**config.mk**
```make
export PLATFORM = sky130hd
export DESIGN_NAME = safety_error_handler
export DESIGN_NICKNAME = d
export VERILOG_FILES = /design/src/rtl/safety_error_handler.sv
export SDC_FILE = /design/constraint.sdc
export NUM_CORES = 1
export LEC_CHECK = 0
export BUFFER_PORTS_ARGS = -buffer_cell sky130_fd_sc_hd__buf_2
export CORE_UTILIZATION = 55
export DETAILED_ROUTE_END_ITERATION = 8
export PLACE_DENSITY = 0.78
export SLEW_MARGIN = 20
export SYNTH_ARGS = -nofsm -noshare
export SYNTH_HDL_FRONTEND = slang
export SYNTH_SLANG_ARGS = --single-unit
```
**constraint.sdc**
```tcl
create_clock -name clk -period 2 [get_ports clk]
set_input_delay 0.2 -clock clk [delete_from_list [all_inputs] [get_ports clk]]
set_output_delay 0.2 -clock clk [all_outputs]
set_load 0.005 [all_outputs]
```
**src/rtl/safety_error_handler.sv**
```systemverilog
// Fault-reaction controller: turns the safety monitor's active-low alarm into an
// interrupt plus safe-state request, escalating to a locked reset request on ack timeout.
module safety_error_handler #(
    parameter int ACK_TIMEOUT = 1024,
    parameter int RST_PULSE   = 16,
    parameter int CNT_W       = 8
) (
    input  logic             clk,
    input  logic             rst,
    input  logic             sf_error_alarm_i,
    input  logic [4:0]       sf_error_code_i,
    input  logic             ack_i,
    output logic             irq_o,
    output logic             safe_state_o,
    output logic             rst_req_o,
    output logic [4:0]       evt_code_o,
    output logic [4:0]       accum_code_o,
    output logic [CNT_W-1:0] err_cnt_o,
    output logic [1:0]       state_o
);

    localparam int TW = (ACK_TIMEOUT > 1) ? $clog2(ACK_TIMEOUT) : 1;
    localparam int PW = (RST_PULSE > 1) ? $clog2(RST_PULSE) : 1;
    localparam logic [TW-1:0] TMR_LAST   = TW'(ACK_TIMEOUT - 1);
    localparam logic [PW-1:0] PULSE_LAST = PW'(RST_PULSE - 1);

    typedef enum logic [1:0] {
        IDLE     = 2'd0,
        ALERT    = 2'd1,
        ESCALATE = 2'd2,
        LOCKED   = 2'd3
    } state_t;

    state_t        state;
    logic [TW-1:0] ack_tmr;
    logic [PW-1:0] pulse_cnt;
    logic [4:0]    faulted;
    logic          ack_valid;

    always_comb begin
        faulted   = ~sf_error_code_i;
        ack_valid = ack_i & sf_error_alarm_i;
    end

    assign state_o = state;

    always_ff @(posedge clk) begin
        if (rst) begin
            state        <= IDLE;
            ack_tmr      <= '0;
            pulse_cnt    <= '0;
            irq_o        <= 1'b0;
            safe_state_o <= 1'b0;
            rst_req_o    <= 1'b0;
            evt_code_o   <= '0;
            accum_code_o <= '0;
            err_cnt_o    <= '0;
        end else begin
            case (state)
                IDLE: begin
                    if (!sf_error_alarm_i) begin
                        state        <= ALERT;
                        evt_code_o   <= faulted;
                        accum_code_o <= accum_code_o | faulted;
                        if (err_cnt_o != '1)
                            err_cnt_o <= err_cnt_o + 1'b1;
                        ack_tmr      <= '0;
                        irq_o        <= 1'b1;
                        safe_state_o <= 1'b1;
                    end
                end
                ALERT: begin
                    accum_code_o <= accum_code_o | faulted;
                    // A valid ack on the last ALERT cycle takes priority over escalation.
                    if (ack_valid) begin
                        state        <= IDLE;
                        irq_o        <= 1'b0;
                        safe_state_o <= 1'b0;
                    end else if (ack_tmr == TMR_LAST) begin
                        state     <= ESCALATE;
                        pulse_cnt <= '0;
                        rst_req_o <= 1'b1;
                    end else begin
                        ack_tmr <= ack_tmr + 1'b1;
                    end
                end
                ESCALATE: begin
                    accum_code_o <= accum_code_o | faulted;
                    if (pulse_cnt == PULSE_LAST) begin
                        state     <= LOCKED;
                        rst_req_o <= 1'b0;
                    end else begin
                        pulse_cnt <= pulse_cnt + 1'b1;
                    end
                end
                LOCKED: begin
                    accum_code_o <= accum_code_o | faulted;
                end
                default: state <= IDLE;
            endcase
        end
    end

endmodule

```
**After elaboration in Yosys (flattened, before gate mapping)**

Cells that the tools add are included.
W data, S select, Z words.

- Flip-flop bits (word level): 36
- Output and inout port bits: 23

- Reductions and logical operators: 12
- Eq/ne operators: 14
- Multiplexer cells: 22
- Bitwise operators: 4
- Add/sub/neg operators: 3

Operator list:

| kind | count |
|---|---|
| $mux W10 | 3 |
| $pmux W10 S2 | 1 |
| $reduce_and A4 Y1 | 4 |
| $ne A2 B2 Y1 const B | 7 |
| $mux W4 | 3 |
| $add A10 B1 Y10 const B | 1 |
| $eq A10 B10 Y1 const B | 1 |
| $pmux W5 S2 | 1 |
| $add A8 B1 Y8 const B | 1 |
| $mux W2 | 4 |
| $ne A8 B8 Y1 const B | 1 |
| $pmux W4 S2 | 1 |
| $pmux W2 S3 | 1 |
| $reduce_and A3 Y1 | 2 |
| $mux W1 | 5 |
| $mux W5 | 1 |
| $not A5 Y5 | 1 |
| $or A5 B5 Y5 | 1 |
| $add A4 B1 Y4 const B | 1 |
| $eq A2 B2 Y1 const B | 2 |
| $eq A4 B4 Y1 const B | 1 |
| $pmux W1 S2 | 2 |
| $reduce_bool A2 Y1 | 2 |
| $ne A3 B3 Y1 const B | 1 |
| 7 further kinds | 7 |

**Logic depth before layout (Yosys ltp)**

- Depth after elaboration: 4
- Mapped depth: 8
- Depth with buffers taken out: 6

**Worst setup path before layout**

Ideal clock, no wire load.

- Path kind: reg2reg
- Start: register state[0] (netlist: state_o[0])
- End: register ack_tmr[2]
- Data required time: 1.914 ns
- Stages on the path, launching flop included: 8
- Arrival time: 1.804 ns
- Path slack: 0.110 ns
- Path through: dfxtp_1 > inv_1 > ha_1 > buf_2 > o21ai_1 > o21ai_2 > or4_1 > a221oi_2

- Cells in the longest elaborated chain, start to end: 3

Ends and longest elaborated chain:

| what | line | text |
|---|---|---|
| from (decl) | 34 | `state_t state;` |
| from (signal assigned) | 49 | `state <= IDLE;` |
| from (signal assigned) | 62 | `state <= ALERT;` |
| from (signal assigned) | 76 | `state <= IDLE;` |
| $eq A2 B1 Y1 / $logic_not A2 Y1 (equally long branches) | 59 | `case (state)` |
| $ne A2 B2 Y1 (no source line) / $reduce_bool A2 Y1 (equally long branches) | -- |  |
| $reduce_and A4 Y1 (no source line) | -- |  |
| to (signal assigned) | 84 | `ack_tmr <= ack_tmr + 1'b1;` |
| to (decl) | 35 | `logic [TW-1:0] ack_tmr;` |

Parallel ways exist; a longest one is shown, timed or not.
A chain may end at the register's enable or synchronous reset.

**Worst setup path in the final report**

- Start: register ack_tmr[0]
- End: register ack_tmr[5]

- Cells in the longest elaborated chain, start to end: 4

Ends and longest elaborated chain:

| what | line | text |
|---|---|---|
| $add A10 B1 Y10 | 84 |  |
| $mux W10 | 79 | `end else if (ack_tmr == TMR_LAST) begin` |
| $mux W10 | 75 | `if (ack_valid) begin` |
| $pmux W10 S2 | 59 |  |

Parallel ways exist; a longest one is shown, timed or not. The select of a mux whose other input is x is not followed.

==> implementation parameters <==
Parameter                              Value

Clock tree
  CTS max path bufs ... 2
  Source-to-sink clock delay at the later pin of the worst-skew pair ... roughly 0.35 ns
  Cells resized by post-CTS repair ... 0
  Root buffer cell ... sky130_fd_sc_hd__clkbuf_4
  Number of buffers added by the clock tree synthesis step ... 5
  Count of hold-fix buffers inserted at cts ... 0
  Max H-tree Level ... 2
  Clock transition at the registers of the reported paths ... 0.12 ns
  Setup fix buffers added after clock tree synthesis ... 0
  Number of clock sinks ... 36
  CTS tree ... done

Finish
  Highest-count cells in the layout ignoring fill and taps ... 36 x sky130_fd_sc_hd__dfxtp_1, 31 x sky130_fd_sc_hd__buf_2, 24 x sky130_fd_sc_hd__nor2_1
  Count of nets after finishing ... 271
  Final core utilization ... 65.8%
  Antenna diode count ... 0
  # fillers ... around 300
  Synth-to-Final Area Change ... 15.1%
  Area occupied by multi-input gates ... 1100 sq um
  Share of cells above drive strength 1 ... 23.9%
  Area taken by flip-flops and latches ... 721 sq um
  Layout Cell Area excl Fill ... 2200 sq um
  Leading cell type in the layout, fill and taps excluded ... sky130_fd_sc_hd__dfxtp_1

Critical path
  Critical Path AT ... 2.18 ns
  Nature of the critical path startpoint ... flip-flop
  Required time worst endpoint ... between 2 and 2.5 ns
  CP Class ... reg -> reg
  Critical Path End Type ... flip-flop
  CP Max Fanout ... 6

Synthesis
  Post-synthesis share of cell area spent on and, or, nand and nor gates ... 25.8%
  Gate Count Post-Synth ... approximately 220
  Arithmetic-cell share of the synthesized area counting full adders, half adders and majority gates ... between 5 and 6%
  Mean post-synth cell area ... 8.79 sq um
  Net count after synthesis ... 234
  Async set-or-reset flop fraction in the synthesized netlist ... 0%
  Number of synthesized flops with an enable pin ... 0
  Number of unique standard cell types used by synthesis ... about 50
  Mux cell area share after synthesis ... between 1 and 1.5%
  Xor/xnor cell area share of the yosys netlist ... 0.918%
  Post-synthesis register bit count ... 36
  Post-synthesis compound-gate area fraction ... 24.7%
  Post-synth design cell area ... 1910 sq um
  Sequential cell area fraction in the yosys report ... 37.8%
  Synth warn ... 0
  Ys flop type ... sky130_fd_sc_hd__dfxtp_1
  Main combinational cell family by area after synthesis ... simple AND/OR/NAND/NOR gates

Routing
  Initial DRC Count ... 75
  Overall routed net length ... 4130 um
  Routed WL per cell ... 13.7 um
  Antenna viol nets, final ... 0
  Detailed-route DRC error count ... 0
  Via Count ... approximately 1700
  Via density per instance ... 5.79
  Iteration count of the initial detailed-routing pass ... 4

Power
  Power density of the placed cells ... 722 nW/um^2
  Max VDD drop ... 0.000497 V
  Lkg Pwr ... between 0.0008 and 0.0009 uW

STA
  Worst clock skew on the final layout ... 0.0158 ns
  Max-Slew Margin vs Limit ... 73.2%
  Final cycle utilization of the critical path ... between 90% and 100%
  Highest clock frequency the design can meet ... 0.522 GHz
  Count of pins over their slew limit ... 0
  Worst hold slack ... 0.0272 ns
  Sum Neg Setup Slack ... 0 ns
  Clock period minus final worst setup slack ... approximately 1.9 ns
  Final Hold Fails ... 0
  Slew of the pin with the lowest slew margin ... ~0.40 ns
  Number of setup violations in the final report ... 0

Global routing
  Number of global-route vias before repair ... 1457
  Number of antenna violations at the first check in global routing ... 0
  Total track usage ... a little under a quarter
  Global route total overflow ... 0
  Largest net degree at the start of global routing ... 21
  Wire length of the first global-routing pass ... 6370 um

Die
  Die outline area ... 3710 sq um
  Rows ... 21
  Initial core utilization ... 57.2%
  Core Region ... ~3300 sq um
  Die X-Extent ... 60.9 um
  Y dimension of the die ... 60.9 um
  Number of I/O pins ... 32

Place
  Global placement routability congestion ... 0.829
  Post-Place Cell Area ... 2120 sq um
  Count of buffers inserted at the top-level ports ... 31
  HPWL reported at the end of detailed placement ... 2900 um

Flow run
  Number of max-cap violations ... 0

Worst hold path
  HP Class ... in -> reg

Outcome
  Result of the run ... finished clean
==> cell type report <==
cell class,instances,share of cell area [%]
repair buffers,41,10.5
well taps,46,2.62
multi-input cells,162,50.1
clock buffers,5,1.71
flip-flops and latches,36,32.8
inverters,8,1.37
clock inverters,3,0.855
==> synthesized netlist by cell type, drive strengths merged (5+ instances only) <==
master / count / area [sq um]
o31ai: 7 / 52.6
a21oi: 14 / 70.1
nand2: 8 / 30.0
inv: 8 / 30.0
clkbuf: 6 / 22.5
a211oi: 6 / 45.0
nor2: 24 / 90.1
ha: 8 / 100
o21ai: 14 / 73.8
a32o: 7 / 70.1
dfxtp: 36 / 721
nor3: 6 / 30.0
nand3: 14 / 70.1
nand4: 5 / 43.8
==> cell families (layout without fill, tap and decap cells) <==
logic type / count (synthesis) / after routing
multiplexers: 2 / 2
flip-flops: 36 / 36
XOR/XNOR: 2 / 2
AO/OA/AOI/OAI: 63 / 63
adder cells (fa/ha/maj): 8 / 8
AND/OR/NAND/NOR: 87 / 87
buffers and inverters: 19 / 57
==> flip-flops by register name, indices dropped and copies added, names as in the netlist <==
register      flops
ack_tmr          10
err_cnt_o         8
accum_code_o      5
evt_code_o        5
pulse_cnt         4
state_o           2
rst_req_o         1
safe_state_o      1
==> routing by layer <==
metal	wire [um]	up-vias	GRT usage, %
met5	0	-	0
li1	-	900	-
met3	184	7	6.82
met1	2000	797	30.4
met2	1880	38	35.5
met4	60	0	10.7
==> worst paths after layout <==
| path | from | endpoint | slack, ns | depth (start not counted) |
|---|---|---|---|---|
| worst min register to register | accum_code_o[0] | accum_code_o[0] | 0.48 | 2 |
| worst min-delay path | sf_error_code_i[3] | evt_code_o[3] | 0.03 | 2 |
| worst max-delay path | ack_tmr[0] | ack_tmr[5] | 0.08 | 6 |
| worst max register to register | ack_tmr[0] | ack_tmr[5] | 0.08 | 6 |
==> metrics by stage <==
step | power [uW] | worst slack, ns | instances
final | 1590 | 0.0839 | 301
after global routing | 1670 | -0.0128 | 301
after detailed placement | 1200 | 0.127 | 290
after global placement | 1190 | 0.199 | 290
after CTS | 1590 | 0.124 | 298
after floorplan | 1070 | 0.110 | 217
==> worst max-delay path: stages (launching register included) <==
cell                      delay [ns]
sky130_fd_sc_hd__dfxtp_1        0.41
sky130_fd_sc_hd__ha_1           0.28
sky130_fd_sc_hd__nand4_2        0.23
sky130_fd_sc_hd__nor4_4         0.44
sky130_fd_sc_hd__nor3_1         0.08
sky130_fd_sc_hd__buf_4          0.17
sky130_fd_sc_hd__a32o_1         0.21
==> power breakdown <==
part	switching, uW	internal [uW]	leakage, uW
Clock	264	135	0.0000349
Combinational	224	166	0.000555
Sequential	32.1	764	0.000294
Note: power is estimated with default switching activity, not from simulation.
